**src/rtl/pp_accum_seq.sv**
```systemverilog
// Booth partial-product accumulator.
// Captures a set of NUM_PP partial products and sums PP_PER_CYC of them
// per clock, each sign-extended and weighted by 4^i. The final sum is
// presented with a valid/ready handshake.
module pp_accum_seq #(
  parameter int NUM_PP     = 16,
  parameter int PP_W       = 33,
  parameter int OUT_W      = 64,
  parameter int PP_PER_CYC = 2
) (
  input  logic                   clk,
  input  logic                   reset,
  input  logic                   in_valid,
  output logic                   in_ready,
  input  logic [NUM_PP*PP_W-1:0] pp_flat,
  output logic                   out_valid,
  input  logic                   out_ready,
  output logic [OUT_W-1:0]       product,
  output logic                   busy,
  output logic [3:0]             step
);

  localparam int STEPS = NUM_PP / PP_PER_CYC;
  localparam int IDX_W = (NUM_PP > 1) ? $clog2(NUM_PP) : 1;

  typedef enum logic [1:0] {
    IDLE  = 2'd0,
    ACCUM = 2'd1,
    DONE  = 2'd2
  } state_t;

  state_t            state, state_nxt;
  logic [PP_W-1:0]   bank [NUM_PP];
  logic [OUT_W-1:0]  acc, acc_nxt, product_r;
  logic [3:0]        step_r;
  logic              accept, last_step;
  logic [IDX_W-1:0]  idx;
  logic [PP_W-1:0]   pp_sel;
  logic [OUT_W-1:0]  pp_ext;

  assign accept    = (state == IDLE) && in_valid && !reset;
  assign last_step = (step_r == 4'(STEPS - 1));

  assign in_ready  = (state == IDLE) && !reset;
  assign out_valid = (state == DONE);
  assign busy      = (state != IDLE);
  assign step      = (state == ACCUM) ? step_r : '0;
  assign product   = product_r;

  // State register
  always_ff @(posedge clk) begin
    if (reset) state <= IDLE;
    else       state <= state_nxt;
  end

  // Next-state logic
  always_comb begin
    state_nxt = state;
    unique case (state)
      IDLE:    if (accept)    state_nxt = ACCUM;
      ACCUM:   if (last_step) state_nxt = DONE;
      DONE:    if (out_ready) state_nxt = IDLE;
      default: state_nxt = IDLE;
    endcase
  end

  // Sum of this step's partial products, each sign-extended and shifted by 2*i
  always_comb begin
    acc_nxt = acc;
    idx     = '0;
    pp_sel  = '0;
    pp_ext  = '0;
    for (int unsigned j = 0; j < PP_PER_CYC; j++) begin
      idx     = IDX_W'(int'(step_r) * PP_PER_CYC + int'(j));
      pp_sel  = bank[idx];
      pp_ext  = {{(OUT_W-PP_W){pp_sel[PP_W-1]}}, pp_sel};
      acc_nxt = acc_nxt + (pp_ext << (2 * idx));
    end
  end

  // Input bank: sampled only on the accepting edge
  always_ff @(posedge clk) begin
    if (accept) begin
      for (int unsigned i = 0; i < NUM_PP; i++)
        bank[i] <= pp_flat[i*PP_W +: PP_W];
    end
  end

  // Accumulator, step counter and result register
  always_ff @(posedge clk) begin
    if (reset) begin
      acc       <= '0;
      product_r <= '0;
      step_r    <= '0;
    end else begin
      unique case (state)
        IDLE: begin
          if (accept) begin
            acc    <= '0;
            step_r <= '0;
          end
        end
        ACCUM: begin
          acc <= acc_nxt;
          if (last_step) begin
            product_r <= acc_nxt;
            step_r    <= '0;
          end else begin
            step_r <= step_r + 4'd1;
          end
        end
        default: ;
      endcase
    end
  end

endmodule

```
**config.mk**
```make
export PLATFORM = sky130hd
export DESIGN_NAME = pp_accum_seq
export DESIGN_NICKNAME = d
export VERILOG_FILES = /design/src/rtl/pp_accum_seq.sv
export SDC_FILE = /design/constraint.sdc
export NUM_CORES = 1
export LEC_CHECK = 0
export ABC_AREA = 1
export BUFFER_PORTS_ARGS = -buffer_cell sky130_fd_sc_hd__buf_2
export CAP_MARGIN = 20
export CELL_PAD_IN_SITES_DETAIL_PLACEMENT = 0
export CELL_PAD_IN_SITES_GLOBAL_PLACEMENT = 1
export CORE_UTILIZATION = 43
export DETAILED_ROUTE_END_ITERATION = 8
export GPL_ROUTABILITY_DRIVEN = 0
export PLACE_DENSITY_LB_ADDON = 0.3
export SETUP_SLACK_MARGIN = 0.3
export SLEW_MARGIN = 40
export SYNTH_ARGS = -nofsm -noshare
export SYNTH_HDL_FRONTEND = slang
export SYNTH_SLANG_ARGS = --single-unit
```
**constraint.sdc**
```tcl
create_clock -name clk -period 14.35 [get_ports clk]
set_clock_uncertainty 0.2 [all_clocks]
set_input_delay 1.435 -clock clk [delete_from_list [all_inputs] [get_ports clk]]
set_output_delay 1.435 -clock clk [all_outputs]
set_load 0.02 [all_outputs]
```
# Yosys cells after proc, flatten, opt, wreduce, memory -nomap -nowiden

Memory sizes are Yosys's and may differ from the RTL's. A register that Yosys moved wholly into a read port is not among the register bits.
Cells that the tools add are included.

Flip-flop bits (word level): 134
Latch bits: 0
Bits in writable memories: 528
ROM bits: 0
Bits of input ports: 532
Output and inout bits: 71
Logic and storage cells: 41
Memories kept: 1

$add $sub $neg: 4
Multipliers: 0
Div/mod/pow operators: 0
$lt $le $gt $ge: 0
Eq/ne operators: 6
Shift-type cells: 2
Muxes and demuxes: 14
Bitwise logic cells: 0
Reductions and logical operators: 10

Memories:

| memory | words | bits a word | rd ports | clocked after Yosys merged registers in | wr ports | RTL line | source |
|---|---|---|---|---|---|---|---|
| bank   | 16    | 33          | 2        | 1                                       | 16       | 33       | `logic [PP_W-1:0] bank [NUM_PP];` |

Operators with widths:

| operator              | count |
|---|---|
| $add A64 B64 Y64      | 2 |
| $pmux W64 S2          | 1 |
| $shl A64 B5 Y64       | 2 |
| $mux W64              | 1 |
| $mux W4               | 5 |
| $add A4 B1 Y4 const B | 2 |
| $pmux W4 S2           | 1 |
| $mux W2               | 3 |
| $pmux W2 S3           | 1 |
| $eq A4 B3 Y1 const B  | 1 |
| $ne A2 B2 Y1 const B  | 2 |
| $reduce_and A2 Y1     | 2 |
| $reduce_bool A2 Y1    | 2 |
| $logic_and A1 B1 Y1   | 3 |
| $reduce_and A3 Y1     | 1 |
| $eq A2 B1 Y1 const B  | 1 |
| $eq A2 B2 Y1 const B  | 1 |
| $logic_not A2 Y1      | 1 |
| $mux W1               | 2 |
| $ne A2 B1 Y1 const B  | 1 |
| $logic_not A1 Y1      | 1 |

# Depth between registers and ports, before layout

Gate-level depths: netlist (run 1).

Depth after elaboration: 7
Mapped depth: 31
Mapped depth without buffers: 29

# Worst setup path after synthesis (run 1)

OpenSTA, ideal clock, no wires.

Path type: input port to flip-flop
Start: in reset
End: mem bank[0][0] (enable)
Library setup time: 873 ps
Arrival time: 12061 ps
Required time: 13277 ps
Setup slack: 1216 ps
Stages: 3
Buffers on the path: 0
Path through: nor2_1 > nand2_1 > inv_1

RTL lines:

| item        | RTL line | source |
|---|---|---|
| from (decl) | 12       | `input logic reset,` |
| to (decl)   | 33       |  |

==> insert_results.sql, run 1 <==
INSERT INTO impl_metrics (metric_group, metric, value, unit) VALUES
('timing', 'grt_setup_unrepaired', 'false', ''),
('final_layout', 'nFillCells', '7659', ''),
('logic_synthesis', 'synth_top_cell_area_share', '0.4541', ''),
('clock_tree', 'postCtsSetupRepairBufs', '0', ''),
('placement', 'dp_hpwl', '95540', 'um'),
('logic_synthesis', 'netlist.top_cell.by_area', 'edfxtp_1', ''),
('logic_synthesis', 'ys.warnings.count', '0', ''),
('grt', 'first_global_vias', '28160', ''),
('timing', 'setup_tns', '0', 'ps'),
('grt', 'grt_use_total', '0.2971', ''),
('timing', 'post-route-period-util', '0.4873', ''),
('logic_synthesis', 'synth_top_cells_by_area', 'edfxtp_1 (45%), nand2_1 (13%), dfxtp_1 (7.9%)', ''),
('floorplanning', 'starting_utilization_of_the_core_area', '0.4342', ''),
('floorplanning', 'core-area', '80420', 'um^2'),
('placement', 'port_buffers', '602', ''),
('timing', 'final_hold_violation_count', '0', ''),
('grt', 'largest_net_degree_at_the_start_of_global_routing', '162', ''),
('grt', 'grt_overflow_total', '0', ''),
('critical_path', 'critPathMaxFanout', '77', ''),
('drt', 'drt-initial-drc-count', '2769', ''),
('logic_synthesis', 'yosys-top-cells-count', 'nand2_1 (1182), nor2_1 (553), edfxtp_1 (528), inv_1 (407), o21ai_0 (318)', ''),
('timing', 'worst_pin_slew', '815.7', 'ps'),
('timing', 'setup_viol', '0', ''),
('status', 'status', 'completed', ''),
('timing', 'slew_viol_final', '0', ''),
('logic_synthesis', 'postSynthNetCount', '4731', ''),
('grt', 'antenna_found_initial', '41', ''),
('clock_tree', 'worst_setup_hold_path_clk_slew', '60', 'ps'),
('floorplanning', 'number_of_top_level_pins', '603', ''),
('logic_synthesis', 'async_reset_ff_frac', '0', ''),
('pwr', 'leak_pwr', '18.58', 'nW'),
('clock_tree', 'cts_inserted_buffers', '76', ''),
('pwr', 'pwr_density_cell', '162.9', 'nW/um^2'),
('drt', 'via_count', '29690', ''),
('timing', 'fmaxAchievable', '143.0', 'MHz'),
('timing', 'slew_headroom', '0.4562', ''),
('grt', 'grt_pass1_wl', '179500', 'um'),
('clock_tree', 'postCtsResizedCells', '0', ''),
('floorplanning', 'dieHeight', '287.0', 'um'),
('drt', 'routed_wirelength', '124200', 'um'),
('logic_synthesis', 'synth-main-ff-cell', 'edfxtp_1', ''),
('drt', 'drt-pass1-iter-count', '5', ''),
('floorplanning', 'floorplan.die.width', '287.0', 'um'),
('final_layout', 'areaGrowthSynthToFinish', '18.17', '%'),
('logic_synthesis', 'synth_cell_type_count', '39', ''),
('clock_tree', 'cts.sink_count', '665', ''),
('placement', 'preCtsSetupSlack', '7531', 'ps'),
('drt', 'detail_route.wl_per_cell', '21.68', 'um'),
('final_layout', 'drive_above_1_share', '0.1654', ''),
('pwr', 'max-vdd-ir-drop', '134.6', 'uV'),
('clock_tree', 'maximum_count_of_clock_buffers_along_a_single_path', '3', ''),
('final_layout', 'multi_input_area', '13750', 'um^2'),
('logic_synthesis', 'synth-edff-count', '528', ''),
('timing', 'minimum_clock_period', '6993', 'ps'),
('drt', 'final_antenna_net_count', '0', ''),
('drt', 'dr_vias_cell', '5.182', ''),
('critical_path', 'cp-start-kind', 'flop', ''),
('clock_tree', 'clock_tree_from_tritoncts', 'done', ''),
('critical_path', 'critPathArrivalTime', '7310', 'ps'),
('logic_synthesis', 'synth_most_common_cell', 'nand2_1', ''),
('clock_tree', 'root_buffer_cell', 'clkbuf_16', ''),
('timing', 'postLayoutSetupSlackWorst', '7357', 'ps'),
('clock_tree', 'htreeDepth', '3', ''),
('logic_synthesis', 'synth.ff_latch_count', '665', ''),
('logic_synthesis', 'syn_avg_cell_area', '8.574', 'um^2'),
('final_layout', 'seq_area', '18610', 'um^2'),
('worst_hold_path', 'worst_hold_path_type', 'reg2reg', ''),
('flow_run', 'timing.max_cap.violations', '0', ''),
('floorplanning', 'fp.dieArea', '82340', 'um^2'),
('critical_path', 'data_required_time_of_the_worst_path', '14670', 'ps'),
('final_layout', 'num-nets-final', '5244', ''),
('clock_tree', 'postCtsHoldBufs', '0', ''),
('drt', 'post-route-drc-count', '0', ''),
('logic_synthesis', 'synth.yosys.seq_area_share', '0.5327', ''),
('clock_tree', 'insertion_delay', '670', 'ps'),
('logic_synthesis', 'cell_area_after_synthesis', '34910', 'um^2'),
('critical_path', 'path_class', 'reg2reg', ''),
('critical_path', 'critPathCaptureType', 'flop', ''),
('floorplanning', 'floorplan.rows', '104', ''),
('logic_synthesis', 'netlist_instances', '4072', '');
## final cells by class
cell class	count	share of cell area
Sequential cell	665	0.4512
Multi-Input combinational cell	2800	0.3332
Timing Repair Buffer	627	0.07997
Clock buffer	89	0.04804
Inverter	415	0.03839
Tap cell	1060	0.03215
Clock inverter	53	0.01577
Antenna cell	21	0.001274
## critical path, stage by stage (launching register included)
cell and delay, ps:
dfxtp_4 500, inv_4 490, buf_4 680, o21ai_0 220, nand3_1 130, nand2_1 270
inv_2 300, nand2_1 150, nand2_1 110, inv_1 60, o21ai_0 500, nand2_1 90
o21ai_0 210, fa_1 500, ha_1 400, nand2_1 140, nor2_1 140, nand2_1 180
nor4_2 540, nand3_1 450, nand2_1 170, nand2_1 70, nand2_1 60, nand2_1 40
nand2_1 80, inv_1 30
## stage by stage
stage	power (mW)	utilization	cell area [um^2]	instances	hold WS [ps]
after global placement	4.682	0.4781	38440	5563	247.3
final	6.722	0.5130	41260	5730	258.3
after CTS	6.717	0.5117	41150	5707	260.6
after detailed placement	4.690	0.4789	38510	5565	251.3
after floorplan	3.923	-	34910	4072	240.0
after global routing	7.098	0.5129	41240	5725	269.5
## cells in the final DEF, fill, tap and decap left out, types with 4 or more instances in the layout
| cell type | n |
|---|---|
| clkbuf_1 | 11 |
| buf_6 | 7 |
| fa_1 | 62 |
| o21ai_1 | 174 |
| o22ai_1 | 64 |
| nand3b_1 | 17 |
| o221ai_1 | 11 |
| dfxtp_1 | 132 |
| a21oi_1 | 125 |
| diode_2 | 21 |
| ha_1 | 65 |
| edfxtp_1 | 528 |
| o21ai_0 | 318 |
| dfxtp_4 | 4 |
| a21o_1 | 4 |
| inv_1 | 405 |
| xor2_1 | 28 |
| clkinv_16 | 5 |
| nand3_1 | 116 |
| clkinv_2 | 17 |
| buf_2 | 601 |
| inv_2 | 5 |
| buf_4 | 14 |
| nor3_1 | 21 |
| o21bai_1 | 4 |
| buf_12 | 4 |
| mux2i_1 | 19 |
| clkinv_1 | 16 |
| o211ai_1 | 15 |
| bufinv_16 | 10 |
| nor2_1 | 553 |
| clkbuf_16 | 77 |
| nand2_1 | 1182 |
## logic make-up after synthesis
logic type | count (synthesis) | synth area share
AOI/OAI and AO/OA | 720 | 0.1088
xor gates and xnor gates | 30 | 0.007526
adders and majority gates | 127 | 0.05884
buffers and inverters | 607 | 0.07404
DFF | 665 | 0.5327
muxes | 19 | 0.005447
and+or+nand+nor | 1904 | 0.2127
## power breakdown
part | switching [mW] | total, mW | internal, mW
Sequential | 0.0747 | 2.30 | 2.23
Combinational | 1.68 | 2.40 | 0.720
Clock | 0.836 | 2.02 | 1.19
## path summary, 6_finish.rpt
check	startpoint	end	slack [ps]	depth (start not counted)
setup / recovery	flop	product[56]$_SDFFE_PP0P_	7360	25
hold / removal	product[3]$_SDFFE_PP0P_	product[3]$_SDFFE_PP0P_	260	2
setup reg to reg	flop	product[56]$_SDFFE_PP0P_	7360	25
hold reg to reg	product[3]$_SDFFE_PP0P_	product[3]$_SDFFE_PP0P_	260	2
## layer usage
metal	share of wire	GRT usage
met1	0.43	0.4002
met2	0.47	0.4827
met3	0.069	0.05048
met4	0.037	0.1048
met5	0.0017	0
## state kept, by name (all words and copies together) (netlist names), named ones only
register and cells:
acc 64, bank 528, step_r 4, product 64, state 2
Power figures use the tool's default switching activity.
==> run 2, diff against run 1 <==
--- a/config.mk
+++ b/config.mk
@@ -5,12 +5,12 @@
 export SDC_FILE = /design/constraint.sdc
 export NUM_CORES = 1
 export LEC_CHECK = 0
-export ABC_AREA = 1
+export ABC_AREA = 0
 export BUFFER_PORTS_ARGS = -buffer_cell sky130_fd_sc_hd__buf_2
 export CAP_MARGIN = 20
 export CELL_PAD_IN_SITES_DETAIL_PLACEMENT = 0
 export CELL_PAD_IN_SITES_GLOBAL_PLACEMENT = 1
-export CORE_UTILIZATION = 43
+export CORE_UTILIZATION = 46
 export DETAILED_ROUTE_END_ITERATION = 8
 export GPL_ROUTABILITY_DRIVEN = 0
 export PLACE_DENSITY_LB_ADDON = 0.3
==> constraint.sdc (replaced) <==
create_clock -name clk -period 7.1 [get_ports clk]
set_clock_uncertainty 0.2 [all_clocks]
set_input_delay 0.71 -clock clk [delete_from_list [all_inputs] [get_ports clk]]
set_output_delay 0.71 -clock clk [all_outputs]
set_load 0.02 [all_outputs]
==> run 2 against run 1 <==
Net effect:
- cell area fell by 6.3%
- global-route usage down 0.43 points
- sequential cell count did not move
- total power grew 99%
- sequential share of layout area is 3.1 points higher
- die area shrank 14%
- utilization is 4.8 points higher
- critical path type unchanged
- highest routed layer unchanged
==> insert_results.sql, run 2 <==
INSERT INTO impl_metrics (metric_group, metric, value, unit) VALUES
('worst_hold_path', 'hold_end', 'bank[10][32]$_DFFE_PP_', ''),
('pwr', 'total_switching_power', '4.953', 'mW'),
('floorplanning', 'dieHeight', '266.4', 'um'),
('worst_hold_path', 'hold-path-cell-count', '1', ''),
('pwr', 'max-vdd-ir-drop', '214.0', 'uV'),
('logic_synthesis', 'postSynthNetCount', '3048', ''),
('logic_synthesis', 'synth_top_cell_area_share', '0.4932', ''),
('clock_tree', 'insertion_delay', '640', 'ps'),
('clock_tree', 'htreeDepth', '3', ''),
('final_layout', 'num-nets-final', '3608', ''),
('logic_synthesis', 'yosys-top-cells-count', 'edfxtp_1 (528), nand2_1 (215), a21oi_1 (202), mux2i_1 (181), dfxtp_1 (137)', ''),
('timing', 'post-route-period-util', '0.9061', ''),
('critical_path', 'path_class', 'reg2reg', ''),
('timing', 'final_hold_violation_count', '0', ''),
('placement', 'preCtsSetupSlack', '697.1', 'ps'),
('pwr', 'seq_power_share', '0.350', ''),
('drt', 'detail_route.wl_per_cell', '26.42', 'um'),
('grt', 'grt_use_total', '0.2928', ''),
('pwr', 'comb_power_share', '0.367', ''),
('final_layout', 'finalCoreUtilization', '0.5615', ''),
('timing', 'slew_headroom', '0.4776', ''),
('logic_synthesis', 'synth.ff_latch_count', '665', ''),
('timing', 'setup_viol', '0', ''),
('pwr', 'swShare', '0.3701', ''),
('timing', 'grt_setup_unrepaired', 'false', ''),
('logic_synthesis', 'netlist.top_cell.by_area', 'edfxtp_1', ''),
('timing', 'fin_hold_ws', '44.66', 'ps'),
('floorplanning', 'fp.dieArea', '70950', 'um^2'),
('final_layout', 'most-common-layout-cells', 'buf_2 (601), edfxtp_1 (528), nand2_1 (214), a21oi_1 (202), mux2i_1 (179)', ''),
('grt', 'antenna_found_initial', '54', ''),
('grt', 'grt_overflow_total', '0', ''),
('clock_tree', 'postCtsSetupRepairBufs', '0', ''),
('worst_hold_path', 'worst_hold_path_type', 'in2reg', ''),
('placement', 'dp_hpwl', '81480', 'um'),
('pwr', 'leak_pwr', '14.37', 'nW'),
('floorplanning', 'starting_utilization_of_the_core_area', '0.4671', ''),
('logic_synthesis', 'synth_cell_type_count', '79', ''),
('floorplanning', 'floorplan.rows', '96', ''),
('final_layout', 'areaGrowthSynthToFinish', '20.21', '%'),
('timing', 'worst_pin_slew', '783.7', 'ps'),
('floorplanning', 'floorplan.die.width', '266.4', 'um'),
('logic_synthesis', 'async_reset_ff_frac', '0', ''),
('logic_synthesis', 'synth-edff-count', '528', ''),
('logic_synthesis', 'netlist_instances', '2389', ''),
('drt', 'routed_wirelength', '104900', 'um'),
('clock_tree', 'cts.sink_count', '665', ''),
('logic_synthesis', 'syn_avg_cell_area', '13.46', 'um^2'),
('clock_tree', 'postCtsHoldBufs', '0', ''),
('placement', 'port_buffers', '602', ''),
('grt', 'grt_pass1_wl', '150300', 'um'),
('critical_path', 'worstRegToRegCells', '19', ''),
('pwr', 'clock_network_fraction_of_design_power', '0.283', ''),
('critical_path', 'critPathCaptureType', 'flop', ''),
('drt', 'drt-initial-drc-count', '2678', ''),
('pwr', 'pwr_density_cell', '346.3', 'nW/um^2'),
('logic_synthesis', 'ys.warnings.count', '0', ''),
('timing', 'minimum_clock_period', '6434', 'ps'),
('clock_tree', 'clock_tree_from_tritoncts', 'done', ''),
('drt', 'via_count', '22900', ''),
('pwr', 'cellInternalPower', '8.429', 'mW'),
('final_layout', 'drive_above_1_share', '0.3193', ''),
('critical_path', 'r2r_setup_slack', '670', 'ps'),
('grt', 'first_global_vias', '22760', ''),
('grt', 'largest_net_degree_at_the_start_of_global_routing', '117', ''),
('logic_synthesis', 'synth-main-ff-cell', 'edfxtp_1', ''),
('drt', 'final_antenna_net_count', '0', ''),
('final_layout', 'layout_commonest_cell', 'buf_2', ''),
('flow_run', 'timing.max_cap.violations', '0', ''),
('final_layout', 'nFillCells', '5653', ''),
('critical_path', 'worstReg2RegEnd', 'acc[62]$_SDFFE_PP0P_', ''),
('logic_synthesis', 'synth.yosys.seq_area_share', '0.5785', ''),
('floorplanning', 'number_of_top_level_pins', '603', ''),
('final_layout', 'max_reg_flops', '528', ''),
('drt', 'post-route-drc-count', '0', ''),
('critical_path', 'critPathMaxFanout', '26', ''),
('status', 'status', 'completed', ''),
('logic_synthesis', 'synth_most_common_cell', 'edfxtp_1', ''),
('timing', 'slew_viol_final', '0', ''),
('clock_tree', 'maximum_count_of_clock_buffers_along_a_single_path', '3', ''),
('logic_synthesis', 'cell_area_after_synthesis', '32150', 'um^2'),
('critical_path', 'cp-start-kind', 'flop', ''),
('worst_hold_path', 'hp-start', 'pp_flat[362]', ''),
('clock_tree', 'worst_setup_hold_path_clk_slew', '60', 'ps'),
('floorplanning', 'core-area', '68830', 'um^2'),
('drt', 'dr_vias_cell', '5.769', ''),
('timing', 'fmaxAchievable', '155.4', 'MHz'),
('clock_tree', 'root_buffer_cell', 'clkbuf_16', ''),
('timing', 'postLayoutSetupSlackWorst', '666.4', 'ps'),
('logic_synthesis', 'synth_top_cells_by_area', 'edfxtp_1 (49%), dfxtp_1 (8.5%), mux4_2 (7.2%)', ''),
('final_layout', 'max_flop_register', 'bank', ''),
('critical_path', 'data_required_time_of_the_worst_path', '7380', 'ps'),
('critical_path', 'critPathArrivalTime', '6710', 'ps'),
('drt', 'drt-pass1-iter-count', '8', ''),
('clock_tree', 'cts_inserted_buffers', '72', '');
[run 2: per-layer routing]
| layer | routed length, um | GRT usage | up-vias |
|---|---|---|---|
| li1 | - | - | 10200 |
| met1 | 41150 | 0.3911 | 11260 |
| met2 | 49280 | 0.4554 | 1158 |
| met3 | 10140 | 0.07366 | 250 |
| met4 | 4091 | 0.1227 | 36 |
| met5 | 215 | 0 | - |
[run 2: area by class of cell]
cell class	count	area [um^2]	share of cell area
sequential	665	18620	0.4817
multi-input combinational	1517	12780	0.3308
timing repair buffer	639	3402	0.08803
clock buffer	89	1904	0.04927
tap	931	1165	0.03014
clock inverter	39	478.0	0.01237
inverter	54	207.7	0.005374
antenna	35	87.58	0.002266
[run 2: worst max-delay path by stage]
stage | from | end | slack (ps)
global route | flop | acc[62]$_SDFFE_PP0P_ | 310
floorplan | in_valid | acc[47]$_SDFFE_PP0P_ | -3200
detailed placement | flop | product[58]$_SDFFE_PP0P_ | 700
global placement | flop | product[58]$_SDFFE_PP0P_ | 540
CTS | flop | acc[62]$_SDFFE_PP0P_ | 640
finish | flop | acc[62]$_SDFFE_PP0P_ | 670
[run 2: worst max-delay path, stage by stage, from the launching register on]
cell	delay (ps)
dfxtp_4	530
buf_4	510
mux4_2	560
mux2i_1	370
mux2_2	260
mux2_2	190
o22ai_1	110
fa_1	460
ha_1	390
and2_1	240
a221oi_1	320
o21ai_0	180
a31oi_1	310
o2bb2ai_1	150
a2111oi_0	620
buf_4	220
nor2_1	70
a31oi_1	310
xor2_1	170
o21ai_0	90
[run 2: kinds of logic (layout without fill, tap and decap cells)]
group	after synthesis	count (layout)	share of synthesized area
flops	665	665	0.5785
simple gates	520	520	0.07414
compound gates	463	463	0.09084
mux	348	348	0.1509
buf+inv	207	821	0.02561
fa+ha+maj	127	127	0.06391
xor+xnor	59	59	0.01607
other cells	0	35	0
[run 2: repair_timing]
| item | CTS | global route |
|---|---|---|
| endpoints found under the setup margin | 0 | 3 |
| resized for setup | 0 | 1 |
| hold endpoints to repair | 0 | 0 |
[run 2: metrics by stage]
stage,instances,power [mW],area (um^2),TNS [ps]
6_report,3969,13.38,38650,0
5_1_grt,3962,14.00,38630,0
4_1_cts,3934,13.28,38540,0
3_5_place_dp,3806,9.482,36160,0
3_3_place_gp,3805,9.455,36120,0
2_1_floorplan,2389,8.020,32180,-1424300
[run 2: power by group through the flow]
stage | logic, mW | clock network, mW | registers, mW
after detailed placement | 4.72 | 0 | 4.76
after global placement | 4.70 | 0 | 4.76
after CTS | 4.75 | 3.84 | 4.68
after floorplan | 3.28 | 0 | 4.74
final | 4.91 | 3.79 | 4.68
after global routing | 5.29 | 3.99 | 4.72
